<file path="config.mk">
export PLATFORM = sky130hd
export DESIGN_NAME = vector_exec_issue_ctrl
export DESIGN_NICKNAME = d
export VERILOG_FILES = /design/src/rtl/vec_exec_ctrl_pkg.sv /design/src/rtl/vec_exec_watchdog.sv /design/src/rtl/vector_exec_issue_ctrl.sv
export SDC_FILE = /design/constraint.sdc
export NUM_CORES = 1
export LEC_CHECK = 0
export CAP_MARGIN = 10
export CORE_AREA = 5 5 311 313
export CTS_CLUSTER_SIZE = 24
export DETAILED_ROUTE_END_ITERATION = 6
export DIE_AREA = 0 0 316 318
export GPL_TIMING_DRIVEN = 1
export PLACE_DENSITY = 0.55
export REMOVE_ABC_BUFFERS = 1
export SYNTH_ARGS = -nofsm -noshare
export SYNTH_HDL_FRONTEND = slang
export SYNTH_HIERARCHICAL = 1
export SYNTH_SLANG_ARGS = --single-unit
</file>
<file path="constraint.sdc">
create_clock -name clk -period 5 [get_ports clk]
set_clock_uncertainty 0.15 [all_clocks]
set_input_delay 0.75 -clock clk [delete_from_list [all_inputs] [get_ports clk]]
set_output_delay 0.75 -clock clk [all_outputs]
set_load 0.05 [all_outputs]
</file>
<file path="src/rtl/vec_exec_ctrl_pkg.sv">
// Shared definitions for the vector execution issue controller.
// Holds the FSM state encoding, EU operation codes and the multiply timeout limit.
// MAX_VLEN defaults to 128 bits when not supplied by the build.
`ifndef MAX_VLEN
`define MAX_VLEN 128
`endif

package vec_exec_ctrl_pkg;

  // Controller states: accept, single-cycle execute, multiply wait, writeback hold.
  typedef enum logic [1:0] {
    IDLE     = 2'd0,
    EXEC     = 2'd1,
    MUL_WAIT = 2'd2,
    WB       = 2'd3
  } state_t;

  // Operation codes presented on issue_op and forwarded on eu_execution_op.
  localparam logic [2:0] OP_ADD   = 3'b000;
  localparam logic [2:0] OP_SHIFT = 3'b001;
  localparam logic [2:0] OP_MUL   = 3'b011;
  localparam logic [2:0] OP_IDLE  = 3'b111;

  // Number of MUL_WAIT cycles tolerated before the watchdog aborts a multiply.
  localparam logic [7:0] MUL_TIMEOUT = 8'd255;

  // Only add, shift and multiply launch the execution unit.
  function automatic logic op_is_legal(input logic [2:0] op);
    return (op == OP_ADD) || (op == OP_SHIFT) || (op == OP_MUL);
  endfunction

endpackage

</file>
<file path="src/rtl/vec_exec_watchdog.sv">
// Multiply watchdog: counts enabled cycles and flags the last tolerated one.
// Latency: expired is combinational on the MUL_TIMEOUT-th enabled cycle.
// Backpressure: none; clear has priority over enable.
`ifndef MAX_VLEN
`define MAX_VLEN 128
`endif

module vec_exec_watchdog
  import vec_exec_ctrl_pkg::*;
(
  input  logic clk,
  input  logic reset,
  input  logic clear,
  input  logic enable,
  output logic expired
);

  logic [7:0] r_cnt;

  // Count cycles spent waiting; saturate so a stuck enable cannot wrap.
  always_ff @(posedge clk) begin
    if (reset || clear) begin
      r_cnt <= 8'd0;
    end else if (enable && (r_cnt != MUL_TIMEOUT)) begin
      r_cnt <= r_cnt + 8'd1;
    end
  end

  // r_cnt holds the number of completed wait cycles, so the current cycle is r_cnt+1.
  assign expired = enable && (r_cnt == (MUL_TIMEOUT - 8'd1));

endmodule

</file>
<file path="src/rtl/vector_exec_issue_ctrl.sv">
// Issue controller sequencing one vector op at a time through the EU to writeback.
// Latency: add/shift handshake N -> wb_valid N+2; mul -> wb_valid one cycle after count_0 is taken.
// Backpressure: holds WB until wb_ready; issue_ready only in IDLE. VEC_EXEC_TIMEOUT_EN adds a mul watchdog.
`ifndef MAX_VLEN
`define MAX_VLEN 128
`endif

module vector_exec_issue_ctrl
  import vec_exec_ctrl_pkg::*;
(
  input  logic                 clk,
  input  logic                 reset,
  // issue side
  input  logic                 issue_valid,
  output logic                 issue_ready,
  input  logic [2:0]           issue_op,
  input  logic [6:0]           issue_sew,
  input  logic [`MAX_VLEN-1:0] issue_vs1_data,
  input  logic [`MAX_VLEN-1:0] issue_vs2_data,
  input  logic                 issue_sub,
  input  logic                 issue_rsub,
  input  logic                 issue_signed,
  input  logic                 issue_mul_high,
  input  logic [4:0]           issue_vd,
  // execution-unit side
  output logic [`MAX_VLEN-1:0] eu_data_1,
  output logic [`MAX_VLEN-1:0] eu_data_2,
  output logic                 eu_ctrl,
  output logic                 eu_signed_mode,
  output logic                 eu_mul_low,
  output logic                 eu_mul_high,
  output logic                 eu_reverse_sub,
  output logic [6:0]           eu_sew,
  output logic [2:0]           eu_execution_op,
  input  logic [`MAX_VLEN-1:0] eu_result,
  input  logic                 eu_count_0,
  // writeback side
  output logic                 wb_valid,
  input  logic                 wb_ready,
  output logic [`MAX_VLEN-1:0] wb_data,
  output logic [4:0]           wb_vd,
  output logic                 busy,
  output logic                 err_illegal
);

  state_t               r_state;
  state_t               w_next_state;

  logic [2:0]           r_op;
  logic [6:0]           r_sew;
  logic [`MAX_VLEN-1:0] r_vs1;
  logic [`MAX_VLEN-1:0] r_vs2;
  logic                 r_sub;
  logic                 r_rsub;
  logic                 r_signed;
  logic                 r_mul_high;
  logic [4:0]           r_vd;
  logic [`MAX_VLEN-1:0] r_wb_data;
  logic                 r_err;
  logic                 r_mul_first;

  logic                 w_launch;
  logic                 w_illegal;
  logic                 w_capture;
  logic                 w_timeout;
  logic                 w_eu_active;
  logic                 w_wd_expired;

`ifdef VEC_EXEC_TIMEOUT_EN
  logic                 w_wd_enable;
  logic                 w_wd_clear;

  // The watchdog only runs while a multiply is outstanding and restarts on every new one.
  assign w_wd_enable = (r_state == MUL_WAIT);
  assign w_wd_clear  = ~w_wd_enable;

  vec_exec_watchdog u_watchdog (
    .clk     (clk),
    .reset   (reset),
    .clear   (w_wd_clear),
    .enable  (w_wd_enable),
    .expired (w_wd_expired)
  );
`else
  // Without the watchdog a multiply waits for count_0 indefinitely.
  assign w_wd_expired = 1'b0;
`endif

  // State register.
  always_ff @(posedge clk) begin
    if (reset) begin
      r_state <= IDLE;
    end else begin
      r_state <= w_next_state;
    end
  end

  // Next-state selection, handshake decode and all state-dependent outputs.
  always_comb begin
    w_next_state    = r_state;
    issue_ready     = 1'b0;
    busy            = 1'b1;
    wb_valid        = 1'b0;
    w_launch        = 1'b0;
    w_illegal       = 1'b0;
    w_capture       = 1'b0;
    w_timeout       = 1'b0;
    w_eu_active     = 1'b0;
    eu_data_1       = '0;
    eu_data_2       = '0;
    eu_ctrl         = 1'b0;
    eu_signed_mode  = 1'b0;
    eu_mul_low      = 1'b0;
    eu_mul_high     = 1'b0;
    eu_reverse_sub  = 1'b0;
    eu_sew          = 7'd0;
    eu_execution_op = OP_IDLE;

    case (r_state)
      IDLE: begin
        issue_ready = 1'b1;
        busy        = 1'b0;
        if (issue_valid) begin
          if (op_is_legal(issue_op)) begin
            w_launch     = 1'b1;
            w_next_state = (issue_op == OP_MUL) ? MUL_WAIT : EXEC;
          end else begin
            // Illegal ops are consumed and reported but never reach the EU.
            w_illegal = 1'b1;
          end
        end
      end
      EXEC: begin
        w_eu_active  = 1'b1;
        w_capture    = 1'b1;
        w_next_state = WB;
      end
      MUL_WAIT: begin
        w_eu_active = 1'b1;
        // count_0 may still be high from the previous multiply in the launch cycle.
        if (!r_mul_first && eu_count_0) begin
          w_capture    = 1'b1;
          w_next_state = WB;
        end else if (w_wd_expired) begin
          w_timeout    = 1'b1;
          w_next_state = IDLE;
        end
      end
      WB: begin
        wb_valid = 1'b1;
        if (wb_ready) begin
          w_next_state = IDLE;
        end
      end
      default: begin
        w_next_state = IDLE;
      end
    endcase

    if (w_eu_active) begin
      eu_data_1       = r_rsub ? r_vs2 : r_vs1;
      eu_data_2       = r_rsub ? r_vs1 : r_vs2;
      eu_ctrl         = r_sub | r_rsub;
      eu_reverse_sub  = r_rsub;
      eu_signed_mode  = r_signed;
      eu_mul_high     = r_mul_high;
      eu_mul_low      = (r_op == OP_MUL) & ~r_mul_high;
      eu_sew          = r_sew;
      eu_execution_op = r_op;
    end
  end

  // Operand capture at launch, result capture at completion, error pulse generation.
  always_ff @(posedge clk) begin
    if (reset) begin
      r_op        <= OP_IDLE;
      r_sew       <= 7'd0;
      r_vs1       <= '0;
      r_vs2       <= '0;
      r_sub       <= 1'b0;
      r_rsub      <= 1'b0;
      r_signed    <= 1'b0;
      r_mul_high  <= 1'b0;
      r_vd        <= 5'd0;
      r_wb_data   <= '0;
      r_err       <= 1'b0;
      r_mul_first <= 1'b0;
    end else begin
      r_err       <= w_illegal | w_timeout;
      r_mul_first <= w_launch && (issue_op == OP_MUL);
      if (w_launch) begin
        r_op       <= issue_op;
        r_sew      <= issue_sew;
        r_vs1      <= issue_vs1_data;
        r_vs2      <= issue_vs2_data;
        r_sub      <= issue_sub;
        r_rsub     <= issue_rsub;
        r_signed   <= issue_signed;
        r_mul_high <= issue_mul_high;
        r_vd       <= issue_vd;
      end
      if (w_capture) begin
        r_wb_data <= eu_result;
      end
    end
  end

  assign wb_data     = r_wb_data;
  assign wb_vd       = r_vd;
  assign err_illegal = r_err;

endmodule

</file>
---- Word-level counts from Yosys, hierarchy flattened ----
Cells that the tools add are included.
word-level totals
  flip-flop bits (word level) ............. 407
  bits of input ports ..................... 408
  output and inout port bits .............. 408
  logic and storage cells ................. 65
cells by class
  eq/ne operators ......................... 10
  multiplexer cells ....................... 27
  bitwise gates (word level) .............. 5
  reductions and logical operators ........ 10
operators with widths
  cell                  number
  $mux W128             4
  $mux W1               14
  $mux W2               5
  $ne A2 B2 Y1 const B  4
  $pmux W2 S4           1
  $mux W7               1
  $eq A3 B2 Y1 const B  2
  $eq A2 B2 Y1 const B  2
  $reduce_and A4 Y1     1
  $eq A3 B1 Y1 const B  1
  $logic_not A3 Y1      1
  $mux W3               1
  $not A1 Y1            3
  $reduce_or A3 Y1      1
  $eq A2 B1 Y1 const B  1
  $logic_and A1 B1 Y1   2
  $logic_not A2 Y1      1
  $logic_or A1 B1 Y1    2
  $pmux W1 S2           1
  $reduce_or A2 Y1      1
  $and A1 B1 Y1         1
  $logic_not A1 Y1      1
  $or A1 B1 Y1          1

---- Logic depth before layout (Yosys ltp) ----
Gate-level depths: netlist of the first run.
  depth after elaboration ................. 7
  mapped depth ............................ 9

---- Worst setup path after synthesis of the first run ----
No wires, ideal clock.
  kind .................................... register -> output
  start point ............................. reg r_state[1]
  end point ............................... out eu_mul_low
  arrival time ............................ 2541 ps
  path slack .............................. 1559 ps
  cell stages (with the launch flop) ...... 6
  buffers on the path ..................... 1
  cell sequence ........................... dfxtp_1 > inv_1 > ha_1 > clkbuf_1 > nand2b_1 > nor3_1
on the way
  longest elaborated chain between the ends .. 4
  elaborated cells between the ends (all ways) .. 5
ends and longest elaborated chain
  item                                          RTL line                       RTL
  start: declaration                            vector_exec_issue_ctrl.sv:46   state_t r_state;
  start signal: assignment                      vector_exec_issue_ctrl.sv:94   r_state <= w_next_state;
  $eq A2 B2 Y1 or $eq A2 B1 Y1 (tied branches)  vector_exec_issue_ctrl.sv:119  case (r_state)
  $reduce_or A2 Y1 (no source line) *           n/a
  $mux W1 *                                     vector_exec_issue_ctrl.sv:119
  $mux W1 *                                     vector_exec_issue_ctrl.sv:160  if (w_eu_active) begin
  end: declaration                              vector_exec_issue_ctrl.sv:30   output logic eu_mul_low,
Every way passes the cells marked *; elsewhere a longest branch is shown, timed or not.

---- Worst setup path after layout of the first run ----
  start point ............................. reg r_state[1]
  end point ............................... out eu_data_2[107]
on the way
  longest elaborated chain between the ends .. 4
  elaborated cells between the ends (all ways) .. 5
ends and longest elaborated chain
  item                                          RTL line                       RTL
  $eq A2 B2 Y1 or $eq A2 B1 Y1 (tied branches)  vector_exec_issue_ctrl.sv:119
  $reduce_or A2 Y1 (no source line) *           n/a
  $mux W1 *                                     vector_exec_issue_ctrl.sv:119
  $mux W128 *                                   vector_exec_issue_ctrl.sv:160
  end: declaration                              vector_exec_issue_ctrl.sv:27   output logic [`MAX_VLEN-1:0] eu_data_2,
Marks and branches as above.

==> run summary, run 1 <==
• Placeable Area: 94000 sq um
• Root Buffer Master: sky130_fd_sc_hd__clkbuf_16
• number of buffers inserted by hold repair at cts: 0
• H-tree lvl count: 2
• PnR worst setup slack: 0.848 ns
• Max Fclk: 0.241 GHz
• crit-path max FO: 65
• FF+latch count, synth: 407
• mean area per synthesized cell: 7.89 sq um
• worst relative slew slack: 34.5%
• synthesized area: 18700 sq um
• total setup violations reported at the end of the flow: 0
• post-route fraction of the period consumed by the critical path: 83.0%
• clock network latency to the later pin of the worst-skew pair: 0.58 ns
• CTS Buf Count: 50
• Residual DRC: 0
• area taken by flip-flops and latches: 8150 sq um
• layout filler cell count: 10100
• clock slew seen by the registers of the worst setup and hold paths: 0.06 ns
• Post-Route Hold Slack: 0.296 ns
• Power per Cell Area: 419 nW/um^2
• type of element capturing the critical path: output pin
• total detailed-routing wirelength: 82600 um
• CTS resizes: 0
• classification of the worst setup path: flop to output pin
• CTS tree: built
• RSZ-0062 raised after global routing: no
• endpoint required time on the critical path: 4.10 ns
• effective utilization at floorplan: 19.9%
• number of global-route vias before repair: 18000
• crit path DAT: 3.25 ns
• Distinct cells, synth: 28
• Hold Fails Final Rpt: 0
• number of antenna violations at the first check in global routing: 35
• critical path startpoint category: flop
• chip width: 316 um
• post-synthesis sequential area ratio: 43.6%
• slew at the pin with the worst max-slew slack: 0.979 ns
• total routing resource utilization after global routing: 15.4%
• number of primary I/O pins: 816
• depth of the worst hold-timing path: 1
• class of the tightest hold or removal check: flop to flop
• area growth from synthesis to layout: 59.6%
• remaining antenna violation count after routing: 0
• maximum count of clock buffers along a single path: 3
• fraction of layout instances using a drive strength above 1: 4.63%
• worst slack at placement: 1.42 ns
• cell count of the worst reg-to-reg path: 6
• via density per instance: 4.21
• post-layout net count: 3504
• pin count of the biggest net entering global routing: 112
• total congestion overflow: 0
• port bufs: 815
• total count of max-transition violations in the final report: 0
• minimum period implied by the final worst setup slack: 4.15 ns
• DIE AREA: 100000 sq um
• number of cells produced by synthesis: 2366
• first-pass iteration count of the detailed router: 5
• maximum vdd ir drop: 0.262 mV
• global routing met1 resource utilization: 16.3%
• Iteration-0 DRC Markers: 863
• # clock sinks: 407
• count of standard-cell rows: 113
• met3 demand-to-capacity share in global routing: 6.66%
• global-route wire length before repair: 119000 um
• status: finished, final reports clean
• Max Cap Viol: 0
• met2 global-route usage: 26.6%
• number of buffers inserted to repair setup after CTS: 0
• most crowded layer after global routing: met2
• Final GP Congestion: 0.816
• final routed wire length divided by cell count: 18.7 um
• half-perimeter wire length after detailed placement: 63400 um
• Multi-input gate area: 9540 sq um
• Leakage: 9.31 nW
• via count: 18600
• yosys warns: 6
• DIE HEIGHT: 318 um
-- routing by layer --
| metal | wire length, um | share of wire, % |
|---|---|---|
| met1 | 30300 | 37 |
| met2 | 39600 | 48 |
| met3 | 8560 | 10 |
| met4 | 3950 | 4.8 |
| met5 | 197 | 0.24 |
-- power breakdown --
| part | switching (mW) | internal [mW] | total, mW |
|---|---|---|---|
| logic | 2.90 | 1.86 | 4.76 |
| clock network | 1.50 | 2.34 | 3.83 |
| registers | 0.270 | 3.63 | 3.90 |
-- logic make-up after synthesis --
group | count (synthesis) | share of synthesized area [%]
buffers and inverters | 198 | 5.53
DFF | 407 | 43.6
adders and majority gates | 4 | 0.268
muxes | 256 | 13.7
AOI/OAI and AO/OA | 411 | 11.1
and+or+nand+nor | 1090 | 25.7
-- flip-flops by register name, indices dropped and copies added (netlist names) --
| signal | count |
|---|---|
| r_op | 3 |
| r_mul_high | 1 |
| r_rsub | 1 |
| r_state | 2 |
| wb_vd | 5 |
| r_vs2 | 128 |
| r_signed | 1 |
| err_illegal | 1 |
| r_vs1 | 128 |
| wb_data | 128 |
| r_mul_first | 1 |
| r_sew | 7 |
| r_sub | 1 |
-- cell type report --
cell class                      count  area share, %
Multi-Input combinational cell   1761           32.0
Timing Repair Buffer              867           29.3
Sequential cell                   407           27.3
Tap cell                         1265           5.31
Clock buffer                       71           5.04
Clock inverter                     19          0.772
Antenna cell                       19          0.160
Inverter                            5         0.0630
-- critical path, stage by stage (launching register included) --
cell	delay (ns)
sky130_fd_sc_hd__dfxtp_1	0.37
sky130_fd_sc_hd__inv_1	0.10
sky130_fd_sc_hd__ha_4	0.78
sky130_fd_sc_hd__buf_4	0.31
sky130_fd_sc_hd__nor2b_1	0.21
sky130_fd_sc_hd__clkdlybuf4s50_1	0.84
-- through the flow --
step	TNS [ns]	utilization, %	instances	power (mW)	instance area [sq um]
2_1_floorplan	-3405.63	-	2173	7.09	17700
3_3_place_gp	0	29.8	4305	8.77	28000
3_5_place_dp	0	29.8	4305	8.80	28000
4_1_cts	0	31.7	4395	12.7	29800
5_1_grt	0	31.7	4399	13.1	29800
6_report	0	31.7	4414	12.5	29800
-- cell usage in the layout (no fill, tap or decap), types with 2 or more instances in the layout --
cell type                         netlist  routed
sky130_fd_sc_hd__and2_1                10      10
sky130_fd_sc_hd__clkbuf_8               0      15
sky130_fd_sc_hd__ha_1                   4       3
sky130_fd_sc_hd__dfxtp_1              407     406
sky130_fd_sc_hd__clkinv_2               0      11
sky130_fd_sc_hd__nand2_1              807     807
sky130_fd_sc_hd__nand3b_1               2       2
sky130_fd_sc_hd__nor2b_1              257     257
sky130_fd_sc_hd__bufinv_16              0       5
sky130_fd_sc_hd__clkbuf_1              80       5
sky130_fd_sc_hd__clkbuf_16              0      51
sky130_fd_sc_hd__diode_2                0      19
sky130_fd_sc_hd__mux2i_1              256     256
sky130_fd_sc_hd__buf_12                 0      15
sky130_fd_sc_hd__nand2b_1               4       4
sky130_fd_sc_hd__buf_4                  0      37
sky130_fd_sc_hd__clkdlybuf4s50_1        0     814
sky130_fd_sc_hd__nor2_1                 2       2
sky130_fd_sc_hd__a21oi_1              402     402
sky130_fd_sc_hd__inv_1                  5       5
sky130_fd_sc_hd__nor3_1                 3       3
-- Yosys cell counts --
| master | instances | area share, % |
|---|---|---|
| sky130_fd_sc_hd__nand2_1 | 807 | 16 |
| sky130_fd_sc_hd__dfxtp_1 | 407 | 44 |
| sky130_fd_sc_hd__a21oi_1 | 402 | 11 |
| sky130_fd_sc_hd__nor2b_1 | 257 | 8.6 |
| sky130_fd_sc_hd__mux2i_1 | 256 | 14 |
| sky130_fd_sc_hd__buf_2 | 87 | 2.3 |
| sky130_fd_sc_hd__clkbuf_1 | 80 | 1.6 |
| sky130_fd_sc_hd__buf_6 | 24 | 1.4 |
| sky130_fd_sc_hd__and2_1 | 10 | 0.34 |
| sky130_fd_sc_hd__inv_1 | 5 | 0.10 |
| sky130_fd_sc_hd__ha_1 | 4 | 0.27 |
| sky130_fd_sc_hd__nand2b_1 | 4 | 0.13 |
| sky130_fd_sc_hd__nor3_1 | 3 | 0.080 |
| sky130_fd_sc_hd__buf_1 | 2 | 0.040 |
| sky130_fd_sc_hd__nand3b_1 | 2 | 0.080 |
| sky130_fd_sc_hd__nor2_1 | 2 | 0.040 |
| sky130_fd_sc_hd__o21a_1 | 2 | 0.080 |
| sky130_fd_sc_hd__o21ai_0 | 2 | 0.054 |
| sky130_fd_sc_hd__a211o_1 | 1 | 0.047 |
| sky130_fd_sc_hd__a21o_1 | 1 | 0.040 |
| sky130_fd_sc_hd__a222oi_1 | 1 | 0.054 |
| sky130_fd_sc_hd__a311oi_1 | 1 | 0.047 |
| sky130_fd_sc_hd__and3b_1 | 1 | 0.047 |
| sky130_fd_sc_hd__nand2_2 | 1 | 0.034 |
| sky130_fd_sc_hd__nor3_2 | 1 | 0.054 |
| sky130_fd_sc_hd__nor4_1 | 1 | 0.034 |
| sky130_fd_sc_hd__o41ai_1 | 1 | 0.047 |
| sky130_fd_sc_hd__or3_1 | 1 | 0.034 |
-- final timing paths --
| path | start | end | slack [ns] |
|---|---|---|---|
| worst min-delay path | r_op[2] | r_op[2] | 0.30 |
| worst min register to register | r_op[2] | r_op[2] | 0.30 |
| worst max-delay path | r_state[1] | eu_data_2[107] | 0.85 |
| worst max register to register | r_state[1] | wb_data[81] | 2.17 |
No activity file was read; power rests on OpenSTA's default activity.
==> run 2: changes to the inputs <==
CORE_AREA = 5 5 313 315   (was 5 5 311 313)
DIE_AREA = 0 0 318 320   (was 0 0 316 318)
clock period = 4.2 ns   (was 5 ns; I/O delays follow)
==> run 2 against run 1 <==
- routed wire length is 0.63% higher
- critical endpoint is now eu_data_2[104]
- non-clock buffer count grew 4
- via count fell by 0.54%
- power up 18%
==> run summary, run 2 (synthesized netlist as in run 1, its figures left out) <==
• status: finished, final reports clean
• Final Instance Count excl. Fillers: 4410, -0.091%
• clock network latency to the later pin of the worst-skew pair: 0.60 ns, +0.02 ns
• area growth from synthesis to layout: 59.4%
• CTS tree: built
• total routing resource utilization after global routing: 15.3%, -0.16 points
• total congestion overflow: 0, unchanged
• slowest stage cell on the critical path: sky130_fd_sc_hd__clkdlybuf4s50_1
• via density per instance: 4.19, -0.45%
• classification of the worst setup path: flop to output pin
• endpoint required time on the critical path: 3.42 ns, -0.68 ns
• global-route wire length before repair: 120000 um, +0.77%
• maximum count of clock buffers along a single path: 3, unchanged
• Post-DP Area: 28100 sq um, +0.24%
• worst-path cell chain: buf_12, mux2i_1, nor2b_1, clkdlybuf4s50_1
• clock slew seen by the registers of the worst setup and hold paths: 0.06 ns, about the same
• half-perimeter wire length after detailed placement: 64400 um, +1.6%
• total detailed-routing wirelength: 83200 um, +0.63%
• timing startpoint of the critical path: r_rsub
• number of placed instances, taps included: 4309, +0.093%
• number of primary I/O pins: 816, unchanged
• Total Power: 14.7 mW, +18%
• final routed wire length divided by cell count: 18.9 um, +0.72%
• total setup violations reported at the end of the flow: 0, unchanged
• remaining antenna violation count after routing: 0, unchanged
• Max Cap Viol: 0, unchanged
• DIE HEIGHT: 320 um, +0.63%
• worst relative slew slack: 43.2%, +8.7 points
• worst setup path endpoint: eu_data_2[104]
• largest stage delay on the critical path: 0.82 ns, -0.02 ns
• crit-path max FO: 81, +25%
• maximum vdd ir drop: 0.480 mV, +83%
• RSZ-0062 raised after global routing: no
• effective utilization at floorplan: 19.7%, -0.12 points
• total count of max-transition violations in the final report: 0, unchanged
• reg-to-reg critical path startpoint: r_state[0]
• number of buffers inserted by hold repair at cts: 0, unchanged
• via count: 18500, -0.54%
• critical path startpoint category: flop
• pin count of the biggest net entering global routing: 145, +29%
• first-pass iteration count of the detailed router: 5, unchanged
• type of element capturing the critical path: output pin
• minimum period implied by the final worst setup slack: 3.81 ns
• port bufs: 815, unchanged
• fraction of layout instances using a drive strength above 1: 4.38%, -0.26 points
• H-tree lvl count: 2, unchanged
• Final GP Congestion: 0.831, +1.8%
• PnR worst setup slack: 0.388 ns, -0.460 ns
• post-route cell area: 29800 sq um, -0.14%
• layout filler cell count: 10200, +0.58%
• class of the tightest hold or removal check: flop to flop
• cell count of the worst reg-to-reg path: 7, +1
• number of antenna violations at the first check in global routing: 29, -17%
• Hold Fails Final Rpt: 0, unchanged
• flop2flop setup slack: 1.83 ns, -0.34 ns
• leading cell type in the layout, fill and taps excluded: sky130_fd_sc_hd__clkdlybuf4s50_1
• DIE AREA: 102000 sq um, +1.3%
• number of buffers inserted to repair setup after CTS: 0, unchanged
• Residual DRC: 0, unchanged
• Power per Cell Area: 495 nW/um^2, +18%
• count of standard-cell rows: 113, unchanged
• slew at the pin with the worst max-slew slack: 0.852 ns, -0.127 ns
• chip width: 318 um, +0.63%
• Root Buffer Master: sky130_fd_sc_hd__clkbuf_16
• # clock sinks: 407, unchanged
• Max Fclk: 0.262 GHz
• Placeable Area: 94600 sq um, +0.60%
• capture instance of the worst register-to-register path: wb_data[112]
• number of global-route vias before repair: 18300, +1.6%
• CTS resizes: 0, unchanged
• most frequent cells in the layout: sky130_fd_sc_hd__clkdlybuf4s50_1, sky130_fd_sc_hd__nand2_1, sky130_fd_sc_hd__dfxtp_1
• Iteration-0 DRC Markers: 1034, +20%
• worst slack at placement: 1.01 ns, -0.416 ns
• crit path DAT: 3.03 ns, -0.22 ns
• post-route fraction of the period consumed by the critical path: 90.8%
• CTS Buf Count: 47, -6.0%
• post-layout net count: 3505, +0.029%
• Leakage: 9.28 nW, -0.31%
-- run 2: cell types whose count changed in the layout (fill, tap and decap cells not counted) --
| cell | delta |
|---|---|
| sky130_fd_sc_hd__bufinv_16 | +2 |
| sky130_fd_sc_hd__clkbuf_8 | -8 |
| sky130_fd_sc_hd__clkinvlp_4 | -1 |
| sky130_fd_sc_hd__inv_6 | +1 |
| sky130_fd_sc_hd__buf_12 | +3 |
| sky130_fd_sc_hd__clkinv_4 | -1 |
| sky130_fd_sc_hd__clkinv_8 | +1 |
| sky130_fd_sc_hd__clkbuf_16 | -3 |
| sky130_fd_sc_hd__buf_4 | +1 |
| sky130_fd_sc_hd__clkinv_2 | -3 |
| sky130_fd_sc_hd__diode_2 | -5 |
| sky130_fd_sc_hd__clkbuf_1 | +9 |
-- run 2: where the power goes --
group | internal, mW | total, mW | switching [mW]
Combinational | 2.21 | 5.68 | 3.47
Sequential | 4.32 | 4.64 | 0.320
Clock | 2.66 | 4.41 | 1.75
Total | 9.19 | 14.7 | 5.53
-- run 2: per-layer routing --
metal | vias up | GRT usage (%) | routed length (um)
met2 | 634 | 26.5 | 39600
met3 | 166 | 6.37 | 7750
met4 | 22 | 6.66 | 4210
li1 | 9147 | - | -
met1 | 8505 | 16.3 | 31400
met5 | - | 0 | 127
-- run 2: critical path, delay by kind of cell, from the launching register on --
family        cells  cell delay [ns]
buf+inv           2             1.26
mux               1             0.27
simple gates      1             0.19
flops             1             0.55
-- run 2: final cells by class --
type | instances | area [sq um] | share of cell area, %
clock inverter | 18 | 284 | 0.954
timing repair buffer | 871 | 8810 | 29.6
multi-input combinational | 1761 | 9540 | 32.0
tap | 1265 | 1580 | 5.32
sequential | 407 | 8150 | 27.4
antenna | 14 | 35.0 | 0.118
inverter | 5 | 18.8 | 0.0631
clock buffer | 69 | 1350 | 4.54
-- run 2: through the flow --
stage | utilization, % | setup TNS (ns) | hold WS, ns
2_1_floorplan | - | -3910.28 | 0.267
3_3_place_gp | 29.7 | 0 | 0.276
3_5_place_dp | 29.7 | 0 | 0.283
4_1_cts | 31.4 | 0 | 0.301
5_1_grt | 31.4 | 0 | 0.315
6_report | 31.5 | 0 | 0.299
-- run 2: how the worst min path moves through the flow --
stage               startpoint  endpoint  slack (ns)  cells after the start
finish                r_sew[1]  r_sew[1]        0.30                      2
global route           r_op[2]   r_op[2]        0.31                      1
CTS                    r_op[2]   r_op[2]        0.30                      1
detailed placement     r_op[2]   r_op[2]        0.28                      1
global placement       r_op[2]   r_op[2]        0.28                      1
floorplan              r_op[2]   r_op[2]        0.27                      1
==> run 3: changes to the inputs <==
ABC_AREA = 0   (was not set)
GPL_ROUTABILITY_DRIVEN = 1   (was not set)
==> results of run 3 <==
Final layout, timing and power as in run 2 (identical DEF).
==> patch 1, RTL diff (config.mk and constraints of run 3) <==
Change the macro `MAX_VLEN` from 128 to 64. Comments in the files are not updated.
--- a/src/rtl/vec_exec_ctrl_pkg.sv
+++ b/src/rtl/vec_exec_ctrl_pkg.sv
@@ -3,5 +3,5 @@
 // MAX_VLEN defaults to 128 bits when not supplied by the build.
 `ifndef MAX_VLEN
-`define MAX_VLEN 128
+`define MAX_VLEN 64
 `endif
 
Interface: changed (6 resized); port bits go from 816 to 432. No check against the original RTL was run, so the function may have changed too.
==> patch 1 against run 3 <==
  * Synthesized cell count is 47% lower
  * Worst setup slack got worse by 0.068 ns
  * Hold slack worse by 0.069 ns
  * Design area decreased by 45%
  * Critical path type unchanged
  * Largest power group unchanged
  * Synthesized area is 47% lower
  * Power is 46% lower
  * Die area unchanged
  * Sequential cell count shrank 192
  * Utilization down 14 points
  * Register-to-register slack worse by 0.55 ns
  * Routed wire length shrank 51%
  * Critical endpoint is now eu_data_1[47]
==> patch 1: results (changes against run 3) <==
Synth:
- The multiplexer share of the synthesized area was 13.1% (-0.65 points).
- After synthesis, the most frequently instantiated cells are 424 x nand2_1, 215 x dfxtp_1, 210 x a21oi_1.
- The average size of a mapped cell was 7.85 sq um (-0.54%).
- The area share of xor/xnor cells in the synthesized design is 0% (unchanged).
- The post-synthesis adder-cell area fraction is 0.510% (+0.24 points).
- The sequential cell area fraction in the yosys report is 43.9% (+0.27 points).
- The post-synthesis compound-gate area fraction was 11.5% (+0.39 points).
- In the post-synthesis netlist, the biggest area contributors are dfxtp_1 44%, nand2_1 16%, mux2i_1 13%, a21oi_1 11%, nor2b_1 8.2%.

Route:
- The met3 layer wire length in the routed design is 4.67 mm (-40%).
- The final wirelength is 40.8 mm (-51%).
- The length of routed met2 wiring is 17.3 mm (-56%).
- The highest metal layer used by the detailed router is met5.
- The count of routing violations after the opening detailed-route iteration is 500 (-52%).
- The sum of routed wire segments on met1 is 17.9 mm (-43%).
- The number of vias in the routed layout is 9,757 (-47%).
- The number of iterations in the first detailed-routing pass is 4 (-1).

CTS:
- The clock buffer count from CTS is 29 (-38%).
- The post-CTS resize count is 0 (unchanged).
- The H-tree depth was 1 (-1).
- The clock network latency to the later pin of the worst-skew pair is 0.58 ns (-0.02 ns).

Status:
- The run finished with clean final reports.

Global routing:
- The global routing usage on met2 was 11.7% (-15 points).
- The global-route usage over all layers is 7.54% (-7.7 points).
- The maximum number of pins on one net before global-route repair is 103 (-29%).
- The routing usage on met3 is 3.79% (-2.6 points).
- The global-route wire length before repair is 60.3 mm (-50%).
- The number of antenna violations at the first check in global routing is 8 (-72%).
- The via count of the first global-routing pass is 9,640 (-47%).
- The routing usage on met1 was 9.43% (-6.9 points).

Cells and area:
- The count of fill cells added during filler insertion is 10,700 (+4.9%).
- The final layout net count is 1,856 (-47%).
- The fraction of layout cells with a size suffix above 1 is 4.70% (+0.33 points).
- Compared with the post-synthesis result, the final layout area differs by 68.3%.
- The number of standard cells in the layout, taps in and fillers out is 2,926 (-34%).

Power and ir drop:
- The combinational gate power is 3.03 mW (-47%).
- The leakage power is 4.95 nW (-47%).
- The sequential share of power is 30.7% (-0.8 points).
- The maximum vdd ir drop is 0.295 mV (-39%).
- The sum of internal, switching and leakage power came to 7.95 mW (-46%).
- The internal power component is 4.91 mW (-47%).

Placed design:
- The port buffer count is 431 (-47%).
- The final weighted congestion in routability-driven placement is 0.755 (-9.2%).
- The worst slack at placement is 0.911 ns (-0.0976 ns).
- The placed wire-length estimate after detailed placement was 29.6 mm (-54%).
- The placed instance area was 15,600 sq um (-45%).

STA:
- The slew at the pin closest to its max-slew limit is 0.825 ns (-0.0268 ns).

Worst hold path:
- The path class of the lowest-slack min-delay path is in -> reg.

Setup path:
- The top fanout value on the critical path is 38 (-53%).
-- patch 1: cell type report --
class | instances | share of cell area [%]
Sequential cell | 215 | 26.1
Timing Repair Buffer | 456 | 27.9
Multi-Input combinational cell | 929 | 30.6
Clock buffer | 40 | 4.83
Antenna cell | 3 | 0.0455
Inverter | 5 | 0.114
Tap cell | 1265 | 9.59
Clock inverter | 13 | 0.864
-- patch 1: worst max-delay path, cell delays in order, from the launching register on --
cell and delay (ns):
dfxtp_1 0.37, inv_1 0.12, ha_4 0.53, buf_4 0.39, nor2b_1 0.23, clkdlybuf4s50_1 0.84
-- patch 1: final timing paths --
path / start / endpoint / slack [ns] / cells past startpoint
max: r_state[0] / eu_data_1[47] / 0.32 / 5
min reg2reg: wb_data[10] / wb_data[10] / 0.30 / 2
max reg2reg: r_state[0] / wb_data[20] / 1.28 / 7
min: reset / wb_data[5] / 0.23 / 2
==> patch 2, RTL diff (flow settings as in run 3) <==
Without the edit above. Make the reset (`reset`) asynchronous in 2 clocked blocks.
--- a/src/rtl/vector_exec_issue_ctrl.sv
+++ b/src/rtl/vector_exec_issue_ctrl.sv
@@ -88,5 +88,5 @@
 
   // State register.
-  always_ff @(posedge clk) begin
+  always_ff @(posedge clk or posedge reset) begin
     if (reset) begin
       r_state <= IDLE;
@@ -172,5 +172,5 @@
 
   // Operand capture at launch, result capture at completion, error pulse generation.
-  always_ff @(posedge clk) begin
+  always_ff @(posedge clk or posedge reset) begin
     if (reset) begin
       r_op        <= OP_IDLE;
Behaviour: not the same (Yosys sat finds a counterexample within 4 cycles, from zero or initial values and one cycle with reset high; the reset may be asserted at any time).
==> patch 2 against run 3 <==
  * Worst setup slack gained 0.044 ns
  * Routed wire length shrank 12%
  * Critical path depth grew 2
  * Sequential cell count is the same
  * Sequential share of layout area grew 6.1 points
  * Synthesized area grew 2.2%
  * Design area grew 2.2%
  * Hold slack gained 0.034 ns
  * Largest cell class is now sequential cells
Power is not shown: default switching activity piles up to over one toggle a cycle in this logic, so the estimate is an artifact.
==> patch 2: results (changes against run 3) <==
Status:
- The flow ran to the end, and the final reports show no timing, DRC or antenna violations.

Setup path:
- The worst reg-to-reg setup slack is 1.60 ns (-0.23 ns).
- The top fanout value on the critical path is 68 (-16%).
- The arrival time of data at the critical path endpoint is 2.99 ns (-0.04 ns).
- The worst flop-to-flop path startpoint is r_state[0].
- Among cell families on the critical path, the largest total delay comes from buffers and inverters.
- The delay contributed by the slowest stage of the critical path is 0.71 ns (-0.11 ns).

Synth:
- The fraction of synthesis flops using an asynchronous set or reset pin is 100% (+100 points).
- The number of different library cells in the post-synthesis netlist came to 25 (-11%).
- The count of synthesis-stage warnings from yosys came to 6 (unchanged).
- The sequential cell area fraction in the yosys report is 53.4% (+9.8 points).
- Ranked by total cell area, the synthesized netlist is headed by dfrtp_1 53%, mux2_2 17%, mux2i_1 13%, mux2_1 6.4%, nor2_1 5.1%.
- The commonest cells after synthesis are 404 x dfrtp_1, 294 x mux2_2, 261 x nor2_1.

Route:
- The count of routing violations after the opening detailed-route iteration is 530 (-49%).
- The number of iterations in the first detailed-routing pass is 4 (-1).
- The vias per cell is 4.13 (-1.5%).
- The final wirelength is 73.3 mm (-12%).

Global routing:
- The global-route wire length before repair is 107 mm (-10%).
- The global-route usage over all layers is 13.7% (-1.6 points).
- The number of antenna violations at the first check in global routing is 38 (+31%).
- The maximum number of pins on one net before global-route repair came to 94 (-35%).
- The via count of the first global-routing pass was 16,300 (-11%).

Placed design:
- The placed wire-length estimate after detailed placement is 58.1 mm (-9.7%).
- The final weighted congestion in routability-driven placement was 0.833 (+0.28%).

Cells and area:
- The final layout net count is 2,691 (-23%).
- The count of fill cells added during filler insertion is 9,498 (-6.6%).
- The fraction of layout cells with a size suffix above 1 is 19.6% (+15 points).

Worst hold path:
- The startpoint identified for the worst hold timing path is r_sew[6].
- The tightest min-delay check is of the reg -> reg type.

CTS:
- The maximum number of buffers from clock root to sink was 3 (unchanged).
- The clock network latency to the later pin of the worst-skew pair came to 0.58 ns (-0.02 ns).
- The clock buffer count from CTS came to 49 (+4.3%).
- The post-CTS resize count is 0 (unchanged).

STA:
- The normalized max-slew margin came to 49.7% (+6.5 points).
[patch 2: layout make-up]
class                   count  area (sq um)  share of cell area (%)
diodes                     13          32.5                   0.107
clock buffers              69          1420                    4.67
clock inverters            19           270                   0.888
inverters                   9          48.8                   0.160
multi-input cells         954          8330                    27.4
flip-flops and latches    407         10200                    33.5
well taps                1265          1580                    5.20
repair buffers            857          8550                    28.1
[patch 2: cells by family (layout without fill, tap and decap cells)]
family                   Yosys count  in the layout  synth area share (%)
AO/OA/AOI/OAI                      6              6                 0.197
adder cells (fa/ha/maj)            5              5                 0.328
buffers and inverters            111            954                  2.95
flip-flops                       407            407                  53.4
multiplexers                     659            659                  37.2
other                              0             13                     0
AND/OR/NAND/NOR                  284            284                  5.89
[patch 2: worst paths after layout]
check                                end  depth (start not counted)
max                        eu_data_1[18]                          6
min                             r_sew[6]                          1
max reg2reg                    r_vs2[74]                          7
min reg2reg                     r_sew[6]                          1
max in group asynchronous      r_vs1[15]                          3
min in group asynchronous    wb_data[68]                          2
[patch 2: metal layers]
metal | wire (um) | up-vias | share of wire [%] | global-route usage [%]
met5 | 245 | - | 0.33 | 0
li1 | - | 6746 | - | -
met4 | 3400 | 38 | 4.6 | 5.93
met1 | 25500 | 7274 | 35 | 13.8
met2 | 36800 | 601 | 50 | 24.3
met3 | 7370 | 173 | 10 | 6.38
[patch 2: stage by stage]
stage | area (sq um) | worst slack [ns] | cells | hold WS, ns
detailed placement | 28700 | 1.01 | 3492 | 0.317
floorplan | 18500 | -7.90 | 1370 | 0.300
finish | 30400 | 0.432 | 3593 | 0.333
CTS | 30400 | 0.342 | 3580 | 0.331
global route | 30400 | 0.265 | 3587 | 0.343
global placement | 28700 | 1.05 | 3492 | 0.311
[patch 2: worst reg2reg max path, stage by stage (launching register included)]
cell and delay [ns]:
dfrtp_1 0.40, inv_1 0.14, ha_1 0.23, nand2_1 0.14, nor3_4 0.25, buf_12 0.32, buf_12 0.37, mux2_2 0.48
